### src/rtl/memory_stage.sv
// Memory stage of the pipeline. It issues one cache access or flush at a
// time, stalls upstream while the cache is busy, and drives the registered
// writeback outputs. A halt request parks the stage until reset.
//
// state  | meaning
// -------+-----------------------------------------------------------
// IDLE   | no cache request pending; ALU results pass to writeback
// ACCESS | load/store issued, waiting for iDcDone
// FLUSH  | cache flush issued, waiting for iDcDone
// HALT   | processor halted; stall held until reset
module memory_stage (
    input  logic        iClk,
    input  logic        iRst_n,
    input  logic [31:0] iAddr,
    input  logic [31:0] iMemData,
    input  logic        iMemValid,
    input  logic        iMemWrite,
    input  logic        iMemToReg,
    input  logic        iCacheFlush,
    input  logic        iHalt,
    input  logic [4:0]  iWriteAddr,
    input  logic        iWriteEn,
    input  logic [31:0] iDcRdData,
    input  logic        iDcDone,
    output logic [31:0] oDcAddr,
    output logic [31:0] oDcWrData,
    output logic        oDcRd,
    output logic        oDcWr,
    output logic        oDcFlush,
    output logic        oStall,
    output logic [31:0] oFwdMem,
    output logic [31:0] oWbData,
    output logic [4:0]  oWbAddr,
    output logic        oWbEn,
    output logic        oHalted
);

    typedef enum logic [1:0] {
        IDLE   = 2'd0,
        ACCESS = 2'd1,
        FLUSH  = 2'd2,
        HALT   = 2'd3
    } stateT;

    stateT       state;
    stateT       stateNext;

    // Attributes of the access in flight, needed when the cache completes.
    logic        opMemToReg;
    logic        opWriteEn;
    logic [4:0]  opWriteAddr;

    // The execution result is forwarded unregistered.
    assign oFwdMem = iAddr;

    // State register.
    always_ff @(posedge iClk) begin
        if (!iRst_n) begin
            state <= IDLE;
        end else begin
            state <= stateNext;
        end
    end

    // Next-state and stall decode; a flush wins over a simultaneous access.
    always_comb begin
        stateNext = state;
        oStall    = 1'b0;
        case (state)
            IDLE: begin
                if (iCacheFlush) begin
                    stateNext = FLUSH;
                    oStall    = 1'b1;
                end else if (iMemValid) begin
                    stateNext = ACCESS;
                    oStall    = 1'b1;
                end else if (iHalt) begin
                    stateNext = HALT;
                end
            end
            ACCESS: begin
                oStall = !iDcDone;
                if (iDcDone) begin
                    stateNext = IDLE;
                end
            end
            FLUSH: begin
                oStall = !iDcDone;
                if (iDcDone) begin
                    stateNext = IDLE;
                end
            end
            HALT: begin
                oStall = 1'b1;
            end
            default: begin
                stateNext = IDLE;
            end
        endcase
    end

    // Cache request, captured operation and writeback registers. Every
    // stalled cycle other than the completion cycle loads a bubble so a
    // held instruction never writes the register file twice.
    always_ff @(posedge iClk) begin
        if (!iRst_n) begin
            oDcAddr     <= 32'd0;
            oDcWrData   <= 32'd0;
            oDcRd       <= 1'b0;
            oDcWr       <= 1'b0;
            oDcFlush    <= 1'b0;
            opMemToReg  <= 1'b0;
            opWriteEn   <= 1'b0;
            opWriteAddr <= 5'd0;
            oWbData     <= 32'd0;
            oWbAddr     <= 5'd0;
            oWbEn       <= 1'b0;
            oHalted     <= 1'b0;
        end else begin
            case (state)
                IDLE: begin
                    if (iCacheFlush) begin
                        oDcFlush <= 1'b1;
                        oWbEn    <= 1'b0;
                    end else if (iMemValid) begin
                        oDcAddr     <= iAddr;
                        oDcWrData   <= iMemData;
                        oDcRd       <= !iMemWrite;
                        oDcWr       <= iMemWrite;
                        opMemToReg  <= iMemToReg;
                        opWriteEn   <= iWriteEn;
                        opWriteAddr <= iWriteAddr;
                        oWbEn       <= 1'b0;
                    end else begin
                        oWbData <= iAddr;
                        oWbAddr <= iWriteAddr;
                        oWbEn   <= iWriteEn;
                        oHalted <= iHalt;
                    end
                end
                ACCESS: begin
                    if (iDcDone) begin
                        oDcRd   <= 1'b0;
                        oDcWr   <= 1'b0;
                        oWbData <= opMemToReg ? iDcRdData : oDcAddr;
                        oWbAddr <= opWriteAddr;
                        oWbEn   <= opWriteEn;
                    end else begin
                        oWbEn <= 1'b0;
                    end
                end
                FLUSH: begin
                    if (iDcDone) begin
                        oDcFlush <= 1'b0;
                    end
                    oWbEn <= 1'b0;
                end
                default: begin
                    oDcRd    <= 1'b0;
                    oDcWr    <= 1'b0;
                    oDcFlush <= 1'b0;
                    oWbEn    <= 1'b0;
                end
            endcase
        end
    end

endmodule

### config.mk
export PLATFORM = sky130hd
export DESIGN_NAME = memory_stage
export DESIGN_NICKNAME = d
export VERILOG_FILES = /design/src/rtl/memory_stage.sv
export SDC_FILE = /design/constraint.sdc
export NUM_CORES = 1
export LEC_CHECK = 0
export ABC_AREA = 1
export CORE_ASPECT_RATIO = 1.5
export CORE_MARGIN = 4
export CORE_UTILIZATION = 40
export CTS_BUF_LIST = sky130_fd_sc_hd__clkbuf_4 sky130_fd_sc_hd__clkbuf_8
export DETAILED_ROUTE_END_ITERATION = 6
export PLACE_DENSITY_LB_ADDON = 0.25
export SETUP_SLACK_MARGIN = 0.02
export SYNTH_ARGS = -nofsm -noshare
export SYNTH_HDL_FRONTEND = slang
export SYNTH_SLANG_ARGS = --single-unit
### constraint.sdc
create_clock -name iClk -period 1.6 [get_ports iClk]
set_clock_uncertainty 0.1 [all_clocks]
set_input_delay 0.16 -clock iClk [delete_from_list [all_inputs] [get_ports iClk]]
set_output_delay 0.16 -clock iClk [all_outputs]
set_load 0.01 [all_outputs]
==> flow_metrics.tcl, run 1 <==
set metrics [dict create \
    first_iter_violations 195 \
    port_buffers 248 \
    r2r-start "state[0]$_SDFFE_PN0P_" \
    status "complete, but fails checks" \
    dr.pass1.iters 4 \
    antennaDiodeCount 0 \
    wire_per_inst_microns 14.0 \
    setup_ws_ns -0.166 \
    crit_fanout 4 \
    overflow 0 \
    num_io_pins 249 \
    cts_tree "yes" \
    slowest_delay_ns 0.34 \
    remaining_drc_errors 0 \
    die_y_microns 155 \
    cts_buffers 17 \
    async_reset_ff_share_pct 0 \
    ir_drop_mv 1.28 \
    yosys_warnings 0 \
    post-synth-top-count-cell "nand2_1" \
    synth_common_cells "nand2_1 (224), inv_1 (152), dfxtp_1 (115)" \
    avgSynthCellArea_sq_um 6.52 \
    first_global_vias 5491 \
    cp-start-kind "flip-flop" \
    cts-root-buf "clkbuf_8" \
    cts_buffer_depth 2 \
    leakage_nw 4.80 \
    clkTransAtPathRegs_ns 0.08 \
    vias 5992 \
    cts_max_level 4 \
    yosysUniqueCellTypes 23 \
    drive_gt1_share_pct 10.7 \
    nets 1246 \
    ff2ff_setup_slack_ns -0.08 \
    dieArea_sq_um 16400 \
    required_ns 1.34 \
    die_w_microns 106 \
    yosysTopAreaCellShare_pct 40.1 \
    crit_slowest_cell "dfxtp_2" \
    track_usage_pct 20.5 \
    fin_crit_ns 1.77 \
    synth-seq-cells 115 \
    syn2layout_area_growth_pct 57.6 \
    viasPerCell 4.49 \
    worstMarginPinSlew_ns 0.251 \
    clock-sinks 115 \
    synthFlopType "dfxtp_1" \
    grt_pass1_wl_microns 27100 \
    drv_cap 0 \
    path_class "flip-flop to output port" \
    final_cells 1334 \
    fmax_mhz 566 \
    synth_area_leaders "dfxtp_1 (40%), nand2_1 (15%), inv_1 (9.9%), a21oi_1 (7.0%), o21ai_0 (6.3%)" \
    path_cells "buf_4, ha_1, o31ai_2, inv_1, buf_2" \
    drt_wl_total_microns 18700 \
    worst-r2r-cell-count 8 \
    synth_nets 998 \
    synthesis.instances 881 \
    gp_congestion 0.844 \
    place.detailed.hpwl_microns 12800 \
    min_path_type "input port to flip-flop" \
    dpl.cell_count 1288 \
    rsz0062_at_grt "yes" \
    clock_latency_ns 0.42 \
    antenna_found_initial 0 \
    core-area_sq_um 14100 \
    powerDensity_nw_per_um2 1460 \
    finalHoldViolations 0 \
    crit_path_end_kind "output port" \
    relSlewSlack_pct 83.3 \
    ys_seq_area_share_pct 40.1 \
    netlist_area_sq_um 5750 \
    yosysTopAreaCell "dfxtp_1" \
    synth_edf_count 0 \
    hold-path-cell-count 3 \
    holdWs_ns 0.247 \
    setup_viol 48 \
    violations "setup timing" \
    num_rows 53 \
    worst_ep_arrival_time_ns 1.51 \
    min_from "iMemData[0]" \
    fin_crit_sh_pct 110 \
    antenna_left 0 \
    drv_slew 0 \
    start_util_pct 40.9 \
    whs_endpoint "oDcWrData[0]$_SDFFE_PN0P_" \
    grt_max_degree 47 \
    reg2reg_to "oDcAddr[5]$_SDFFE_PN0P_" \
]
what timing repair did:
item | 4_1_cts | 5_1_grt
hold buffers | 1 | 0
endpoints found under the setup margin | 181 | 127
endpoints found under the hold margin | 5 | 0
pin swaps | 2 | 7
buffers inserted | 0 | 5
cloned | 0 | 9
gates resized for setup | 107 | 41
worst max-delay path by stage:
stage                          start                        to  slack, ns  cells past startpoint
6_report       state[0]$_SDFFE_PN0P_                    oStall      -0.17                      5
5_1_grt        state[0]$_SDFFE_PN0P_                    oStall      -0.25                      7
4_1_cts        state[1]$_SDFFE_PN0P_                    oStall      -0.22                      7
3_5_place_dp   state[0]$_SDFFE_PN0P_                    oStall      -0.17                      7
3_3_place_gp   state[0]$_SDFFE_PN0P_                    oStall      -0.17                      7
2_1_floorplan  state[0]$_SDFFE_PN0P_  oWbData[10]$_SDFFE_PN0P_       0.04                     10
stage by stage:
| step | total power, mW | util [%] | worst slack, ns | TNS, ns | cell area, sq um |
|---|---|---|---|---|---|
| CTS | 12.7 | 62.2 | -0.225 | -2.00 | 8740 |
| detailed placement | 10.3 | 59.9 | -0.166 | -1.94 | 8420 |
| finish | 13.3 | 64.4 | -0.166 | -2.67 | 9050 |
| global route | 14.3 | 64.4 | -0.254 | -11.39 | 9050 |
| global placement | 10.3 | 59.9 | -0.173 | -1.50 | 8420 |
| floorplan | 7.49 | - | 0.0378 | 0 | 5750 |
layer usage:
layer  share of wire [%]  vias to the layer above  global-route usage (%)
li1                    -                     3143                       -
met1                  39                     2657                    22.5
met2                  54                      161                    38.3
met3                 4.6                       31                    4.38
met4                 2.7                        0                    7.78
met5                   0                        -                       0
power breakdown:
| group | switching, mW | internal [mW] |
|---|---|---|
| Combinational | 3.52 | 2.96 |
| Clock | 1.35 | 1.43 |
| Sequential | 0.357 | 3.65 |
| Total | 5.22 | 8.03 |
cell type report:
| class | instances | area, sq um |
|---|---|---|
| inverter | 157 | 597 |
| multi-input combinational | 527 | 2430 |
| sequential | 115 | 2300 |
| tap | 192 | 240 |
| fill | 1308 | 5000 |
| clock inverter | 15 | 169 |
| clock buffer | 17 | 234 |
| timing repair buffer | 311 | 3080 |
critical path, delay by kind of cell, from the launching register on:
family / cells / cell delay (ns)
AOI/OAI and AO/OA: 1 / 0.21
adders and majority gates: 1 / 0.21
DFF: 1 / 0.34
buffers and inverters: 3 / 0.33
state kept, by name (all words and copies together) (netlist names), 2 cells and up:
signal       cells
oDcAddr         32
oDcWrData       32
oWbAddr          5
oWbData         32
opWriteAddr      5
state            2
cell usage in the layout (no fill, tap or decap), types with 2 or more instances in the layout:
cell,synthesis,routed
clkbuf_16,0,5
o21ai_0,72,61
nand2_1,224,222
nand4_1,4,4
ha_1,7,4
buf_12,0,8
dlygate4sd2_1,0,94
nor2_2,0,2
clkinv_4,0,4
clkbuf_8,0,17
nand2_2,1,2
nand3_1,40,40
ha_4,0,2
buf_6,4,9
o21ai_1,0,11
inv_4,1,3
inv_2,4,5
buf_4,37,41
clkdlybuf4s50_1,0,140
nor2_1,92,89
nand3_4,0,2
a21oi_1,80,79
inv_1,152,149
bufinv_16,0,2
dfxtp_2,0,2
dlymetal6s2s_1,0,12
dfxtp_1,115,113
nor2_4,1,2
inv_6,0,7
kinds of logic (layout without fill, tap and decap cells):
logic type / Yosys count / in the layout / synth area share, %
AND/OR/NAND/NOR: 365 / 366 / 25.7
buffers and inverters: 240 / 500 / 19.2
AO/OA/AOI/OAI: 154 / 154 / 13.5
flip-flops: 115 / 115 / 40.1
adder cells (fa/ha/maj): 7 / 7 / 1.52
Note: power is estimated with default switching activity, not from simulation.
==> inputs of run 2 (changes only) <==
--- a/config.mk
+++ b/config.mk
@@ -12,7 +12,7 @@
 export CTS_BUF_LIST = sky130_fd_sc_hd__clkbuf_4 sky130_fd_sc_hd__clkbuf_8
 export DETAILED_ROUTE_END_ITERATION = 6
 export PLACE_DENSITY_LB_ADDON = 0.25
-export SETUP_SLACK_MARGIN = 0.02
+export SETUP_SLACK_MARGIN = 0.4
 export SYNTH_ARGS = -nofsm -noshare
 export SYNTH_HDL_FRONTEND = slang
 export SYNTH_SLANG_ARGS = --single-unit
==> run 2 against run 1 <==
The flow still finishes with violations (setup timing); worst setup slack worse by 0.044 ns; cell area rose by 13%; non-clock buffer count grew 21; worst hold slack worse by 0.0060 ns; routed wire length rose by 16%; fmax down 2.4%; sequential cell count did not move; combinational power rose by 35%; critical path depth grew 5; core utilization rose by 8.3 points; critical endpoint is now oDcWrData[22]$_SDFFE_PN0P_; highest routed layer unchanged.
==> flow_metrics.tcl, run 2 (same netlist as run 1, synthesis figures left out) <==
set metrics [dict create \
    setup_viol 109 \
    reg_top3 "oDcAddr x32, oDcWrData x32, oWbData x32" \
    drv_slew 0 \
    final_common_cell "nand2_1" \
    crit_path_end_kind "flip-flop" \
    drv_cap 0 \
    gp_congestion 0.867 \
    syn2layout_area_growth_pct 77.8 \
    powerDensity_nw_per_um2 1530 \
    holdWs_ns 0.241 \
    cts-root-buf "clkbuf_8" \
    ir_drop_mv 1.02 \
    pre_cts_ws_ns -0.171 \
    tns_ns -15.48 \
    grt_max_degree 51 \
    dr.pass1.iters 6 \
    hold-path-cell-count 3 \
    finalHoldViolations 0 \
    grt_pass1_wl_microns 30000 \
    cts_buffer_depth 2 \
    vias 6419 \
    slowest_delay_ns 0.35 \
    overflow 0 \
    nets 1267 \
    leakage_nw 5.11 \
    crit_fanout 7 \
    worstMarginPinSlew_ns 0.349 \
    path_cells "inv_4, buf_6, ha_4, buf_6, buf_6, nand3_4, buf_12, clkbuf_16, o21ai_2, a21oi_2" \
    clkTransAtPathRegs_ns 0.08 \
    rsz0062_at_grt "yes" \
    antenna_found_initial 0 \
    cts_tree "yes" \
    start_util_pct 40.9 \
    dieArea_sq_um 16400 \
    worst-r2r-cell-count 10 \
    antennaDiodeCount 0 \
    remaining_drc_errors 0 \
    min_path_type "input port to flip-flop" \
    die_y_microns 155 \
    die_w_microns 106 \
    num_rows 53 \
    worst_ep_arrival_time_ns 2.03 \
    path_class "flip-flop to flip-flop" \
    critPathMostFrequentCell "buf_6" \
    cp-start-kind "flip-flop" \
    setup_ws_ns -0.210 \
    fin_crit_sh_pct 113 \
    status "complete, but fails checks" \
    drive_gt1_share_pct 40.2 \
    core-area_sq_um 14100 \
    final_cell_mix "nand2_1 (186), inv_1 (148), clkdlybuf4s50_1 (108), nor2_1 (77)" \
    first_global_vias 5841 \
    required_ns 1.82 \
    crit_slowest_cell "dfxtp_4" \
    wire_per_inst_microns 16.0 \
    cts_max_level 4 \
    fmax_mhz 552 \
    track_usage_pct 23.0 \
    clock_latency_ns 0.43 \
    clock-sinks 115 \
    place.detailed.hpwl_microns 12500 \
    num_io_pins 249 \
    port_buffers 248 \
    violations "setup timing" \
    cts_buffers 17 \
    fin_crit_ns 1.81 \
    antenna_left 0 \
    relSlewSlack_pct 76.8 \
    drt_wl_total_microns 21600 \
    first_iter_violations 214 \
    utilization_pct 72.7 \
    viasPerCell 4.74 \
]
run 2: cell types whose count changed in the layout (fill, tap and decap cells not counted), sizes merged, moves of 6 or more:
| cell | delta |
|---|---|
| clkdlybuf4s50 | -32 |
| buf | +78 |
| clkbuf | +51 |
| inv | -6 |
| dlygate4sd2 | -94 |
| dlymetal6s2s | +20 |
run 2: area by class of cell:
| cell class | instances | area (sq um) |
|---|---|---|
| tap | 192 | 240 |
| fill | 1115 | 3840 |
| clock inverter | 12 | 133 |
| clock buffer | 19 | 262 |
| timing repair buffer | 332 | 3390 |
| inverter | 157 | 602 |
| multi-input combinational | 527 | 3210 |
| sequential | 115 | 2380 |
run 2: repair_timing:
item / 4_1_cts / 5_1_grt
setup buffers: 8 / 9
gates resized for setup: 158 / 566
hold endpoints to repair: 5 / 0
cloned: 9 / 12
hold buffers: 1 / 0
pin swaps: 4 / 32
setup endpoints to repair: 254 / 250
run 2: final timing paths:
| path | start | endpoint | slack (ns) |
|---|---|---|---|
| worst min-delay path | iMemData[26] | oDcWrData[26]$_SDFFE_PN0P_ | 0.24 |
| worst max-delay path | state[0]$_SDFFE_PN0P_ | oDcWrData[22]$_SDFFE_PN0P_ | -0.21 |
| worst max register to register | state[0]$_SDFFE_PN0P_ | oDcWrData[22]$_SDFFE_PN0P_ | -0.21 |
| worst min register to register | oDcWrData[2]$_SDFFE_PN0P_ | oDcWrData[2]$_SDFFE_PN0P_ | 0.34 |
run 2: worst max-delay path: cells and delay by family (launching register included):
family	cells	cell delay, ns
adders and majority gates	1	0.14
and+or+nand+nor	1	0.16
DFF	1	0.35
buffers and inverters	6	0.74
AOI/OAI and AO/OA	2	0.20
run 2: metrics by stage:
step	cell area, sq um	std cells	power (mW)
floorplan	5840	881	7.66
global placement	8450	1284	10.4
detailed placement	8450	1284	10.5
CTS	9160	1333	14.0
global route	10200	1354	16.6
finish	10200	1354	15.6
run 2: per-layer routing:
| layer | up-vias | GRT usage, % | part of all wire, % |
|---|---|---|---|
| met1 | 2974 | 26.2 | 38 |
| met2 | 212 | 41.6 | 54 |
| met5 | - | 0 | 0 |
| met4 | 0 | 8.46 | 2.3 |
| li1 | 3198 | - | - |
| met3 | 35 | 5.01 | 5.3 |
run 2: report_power, final:
group | internal, mW | total (mW) | switching [mW] | leakage (nW)
Sequential | 3.74 | 4.17 | 0.434 | 0.968
Combinational | 4.15 | 8.75 | 4.61 | 3.95
Clock | 1.46 | 2.73 | 1.27 | 0.190
==> patch 1 (config.mk and constraints of run 1) <==
Reset style: asynchronous (`iRst_n`), changed in 2 clocked blocks.
--- a/src/rtl/memory_stage.sv
+++ b/src/rtl/memory_stage.sv
@@ -55,5 +55,5 @@
 
     // State register.
-    always_ff @(posedge iClk) begin
+    always_ff @(posedge iClk or negedge iRst_n) begin
         if (!iRst_n) begin
             state <= IDLE;
@@ -103,5 +103,5 @@
     // stalled cycle other than the completion cycle loads a bubble so a
     // held instruction never writes the register file twice.
-    always_ff @(posedge iClk) begin
+    always_ff @(posedge iClk or negedge iRst_n) begin
         if (!iRst_n) begin
             oDcAddr     <= 32'd0;
Formal check against the unedited RTL: differs if iRst_n is asserted again (counterexample within 4 cycles, from zero or initial values and one cycle with iRst_n low); with iRst_n held inactive, the same outputs for 4 cycles.
==> patch 1 against run 1 <==
  * The run still ends with negative setup slack left
  * Wire length up 2.3%
  * First-iteration DRC count down 21%
  * Largest cell class unchanged
  * Total power up 26%
  * Area after synthesis up 1.6%
  * Combinational power up 43%
  * Clock power down 10%
  * Sequential power up 23%
  * Count of clock-buffer cells in the layout up 4
  * Fmax down 2.1%
  * Sequential cell count unchanged
  * Global-route usage up 0.53 points
  * Register-to-register slack worse by 60 ps
  * Setup slack worse by 37 ps
  * Design area up 6.4%
==> patch 1: results (changes against run 1) <==
| Metric | Value |
|---|---|
| Outcome | `finished with violations` |
| Failing checks | `negative setup slack` |
| Worst R2R Setup Slack | `-140 ps (-60 ps)` |
| Critical path arrival | `1540 ps (+30 ps)` |
| Slowest stage delay, CP | `410 ps (+70 ps)` |
| Complex-gate fraction of the synthesized area | `0.0720 (-0.0630)` |
| First-pass GRT wire length | `27800 um (+2.3%)` |
| Ratio of cells with drive above 1 in the final layout | `0.168 (+0.0613)` |
| Worst Max-Slew Pin Slew | `366 ps (+115 ps)` |
| Largest net degree at the start of global routing | `63 (+34%)` |
| Vias | `5711 (-4.7%)` |
| # nets final | `1163 (-6.7%)` |
| Worst hold stages | `5 (+2)` |
| Setup ws final | `-203 ps (-37.0 ps)` |
| Crit path max fanout | `2 (-2)` |
| Placer congestion estimate | `0.767 (-9.2%)` |
| DRT iter0 DRCs | `154 (-21%)` |
| Synth top area cells | `dfrtp_1, nand2_1, inv_1` |
| Final Hold Slack | `57.7 ps (-190 ps)` |
| Cell variety after synth | `20 (-13%)` |
| Setup slack after placement | `-147 ps (+19.0 ps)` |
| Hold Path Origin | `iAddr[29]` |
| Fraction of the yosys area taken by sequential cells | `0.493 (+0.0923)` |
| Detailed placer's ending HPWL | `12200 um (-4.5%)` |
| Leak | `0.00516 uW (+7.5%)` |
| R2R cell count | `11 (+3)` |
| Avg WL per Cell | `15.3 um (+9.1%)` |
| DP Area | `8530 um^2 (+1.3%)` |
| Crit-path slowest cell | `dfrtp_1` |
| Setup violations, final | `85 (+77%)` |
| Max VDD drop | `978 uV (-24%)` |
| Inserted Clock Buffers | `17 (unchanged)` |
| Ys async rst share | `1.00 (+1.00)` |
| Critical Path Start | `state[1]` |
| Overall Global Routing Usage | `0.211 (+0.00531)` |
| Syn_nets | `891 (-11%)` |
| Vias in the first global route | `5494 (+0.055%)` |
| Setup TNS | `-4400 ps (-1730 ps)` |
| Hold Path Sink | `oWbData[29]` |
| Worst R2R Start | `state[0]` |
==> patch 1: where the power goes <==
part / switching, uW / internal (uW) / leakage, uW / total [uW]
sequential: 673 / 4270 / 0.00138 / 4940
clock: 1200 / 1300 / 0.000185 / 2490
combinational: 4870 / 4370 / 0.00360 / 9250
==> patch 1: kinds of logic (layout without fill, tap and decap cells) <==
kind of cell    count (synthesis)  in the layout
flops                         115            115
compound gates                 84             84
fa+ha+maj                       7              7
buf+inv                       181            466
simple gates                  387            387
==> patch 1: metal layers <==
metal,vias up,part of all wire,global-route usage
li1,2857,-,-
met1,2620,0.37,0.236
met2,212,0.54,0.384
met3,22,0.070,0.0596
met4,0,0.018,0.0670
met5,-,0,0
==> patch 1: area by class of cell <==
type	instances	area, um^2
clock buffer	21	270
clock inverter	11	87.6
fill	1203	4560
inverter	113	442
multi-input combinational	478	2360
sequential	115	2880
tap	192	240
timing repair buffer	321	3350
==> patch 2 (flow settings as in run 1) <==
Without the edit above. Re-encode `stateT` (4 states) as one-hot, 4 bits wide.
--- a/src/rtl/memory_stage.sv
+++ b/src/rtl/memory_stage.sv
@@ -36,9 +36,9 @@
 );
 
-    typedef enum logic [1:0] {
-        IDLE   = 2'd0,
-        ACCESS = 2'd1,
-        FLUSH  = 2'd2,
-        HALT   = 2'd3
+    typedef enum logic [3:0] {
+        IDLE   = 4'b0001,
+        ACCESS = 4'b0010,
+        FLUSH  = 4'b0100,
+        HALT   = 4'b1000
     } stateT;
 
Function: same outputs for any inputs over 4 cycles, from zero or initial values and one cycle with iRst_n low; so few cycles prove little.
==> patch 2 against run 1 <==
  * The run still ends with negative setup slack left
  * Setup slack improved by 30 ps
  * Fmax is 1.7% higher
  * Sequential cell count is 2 higher
  * Area after synthesis down 4.5%
  * Largest power group is now sequential cells
  * Die area decreased by 4.2%
  * Sequential power shrank 15%
  * Clock power grew 15%
  * Total power is 25% lower
  * Largest cell class unchanged
  * Highest routed layer unchanged
  * Wire length grew 15%
  * Design area increased by 15%
==> patch 2: results (changes against run 1) <==
| Metric | Value |
|---|---|
| Syn_nets | `944 (-5.4%)` |
| Avg WL per Cell | `16.6 um (+19%)` |
| Setup slack after placement | `-219 ps (-53.4 ps)` |
| Leak | `0.00497 uW (+3.6%)` |
| Worst Max-Slew Pin Slew | `466 ps (+215 ps)` |
| Setup ws final | `-136 ps (+29.5 ps)` |
| Post-synthesis average cell area | `6.58 um^2 (+0.85%)` |
| Max VDD drop | `766 uV (-40%)` |
| Outcome | `finished with violations` |
| Detailed placer's ending HPWL | `12100 um (-5.4%)` |
| Setup TNS | `-2070 ps (+598 ps)` |
| First-pass GRT wire length | `31500 um (+16%)` |
| Overall Global Routing Usage | `0.251 (+0.0457)` |
| Synth top area cells | `dfxtp_1, nand2_1, o21ai_0` |
| Failing checks | `negative setup slack` |
| Setup violations, final | `55 (+15%)` |
| Most common library cells after synthesis | `nand2_1, inv_1, dfxtp_1` |
| Fraction of the yosys area taken by sequential cells | `0.427 (+0.0263)` |
| Largest net degree at the start of global routing | `36 (-23%)` |
| DRT iter0 DRCs | `260 (+33%)` |
| Fillers | `967 (-26%)` |
| Sw Pwr | `3080 uW (-41%)` |
| Placed insts | `1211 (-6.0%)` |
| Vias in the first global route | `6162 (+12%)` |
| Crit path max fanout | `5 (+1)` |
| Critical path arrival | `1480 ps (-30 ps)` |
| Slowest stage delay, CP | `380 ps (+40 ps)` |
| Placer congestion estimate | `0.831 (-1.6%)` |
| # DRC | `0 (unchanged)` |
| DP Area | `8210 um^2 (-2.5%)` |
| Yosys top cell area share | `0.427 (+0.0263)` |
| Vias/cell | `4.93 (+9.8%)` |
[patch 2: repair_timing]
| item | 4_1_cts | 5_1_grt |
|---|---|---|
| gates resized for setup | 296 | 164 |
| buffers inserted | 22 | 3 |
| hold endpoints to repair | 0 | 0 |
| cloned | 21 | 6 |
| setup endpoints to repair | 178 | 133 |
| pin swaps | 35 | 32 |
[patch 2: cells by family (layout without fill, tap and decap cells)]
logic type | Yosys count | count (layout) | synth area share
buffers and inverters | 202 | 494 | 0.165
AND/OR/NAND/NOR | 331 | 331 | 0.239
AO/OA/AOI/OAI | 184 | 184 | 0.169
flip-flops | 117 | 117 | 0.427
[patch 2: area by class of cell]
cell class                      instances  area (um^2)  area share
Clock buffer                           20          263      0.0253
Clock inverter                         12          203      0.0195
Inverter                              122          462      0.0444
Multi-Input combinational cell        515         3040       0.293
Sequential cell                       117         2350       0.226
Tap cell                              162          203      0.0195
Timing Repair Buffer                  340         3870       0.372
[patch 2: stage by stage]
| step | hold slack [ps] | utilization |
|---|---|---|
| after floorplan | 203 | - |
| after global placement | 330 | 0.610 |
| after detailed placement | 333 | 0.610 |
| after CTS | 6.70 | 0.727 |
| after global routing | 58.9 | 0.771 |
| final | 74.4 | 0.771 |
[patch 2: final timing paths]
kind           startpoint             to  slack (ps)  cells after the start
min reg2reg  oDcWrData[1]   oDcWrData[1]         340                      2
min                iRst_n  oDcWrData[13]          70                      3
max              state[1]         oStall        -140                      4
max reg2reg      state[3]     oWbData[8]         -70                     10
[patch 2: worst max-delay path, delay by kind of cell (launching register included)]
kind	cells	cell delay, ps
and+or+nand+nor	3	540
buffers and inverters	1	140
DFF	1	380
[patch 2: per-layer routing]
metal / vias to the layer above / part of all wire / GRT usage / wire (um)
met5: - / 0 / 0 / 0
met4: 0 / 0.034 / 0.0998 / 725
met3: 56 / 0.047 / 0.0576 / 1010
met2: 213 / 0.55 / 0.477 / 11700
met1: 2960 / 0.37 / 0.270 / 7920
li1: 3123 / - / - / -
[patch 2: power by group through the flow]
stage	logic (uW)	registers (uW)	clock network [uW]
after global routing	3610	3440	3380
after global placement	2400	3450	0
after CTS	3050	3390	3230
after detailed placement	2430	3460	0
final	3370	3400	3180
after floorplan	957	3600	0
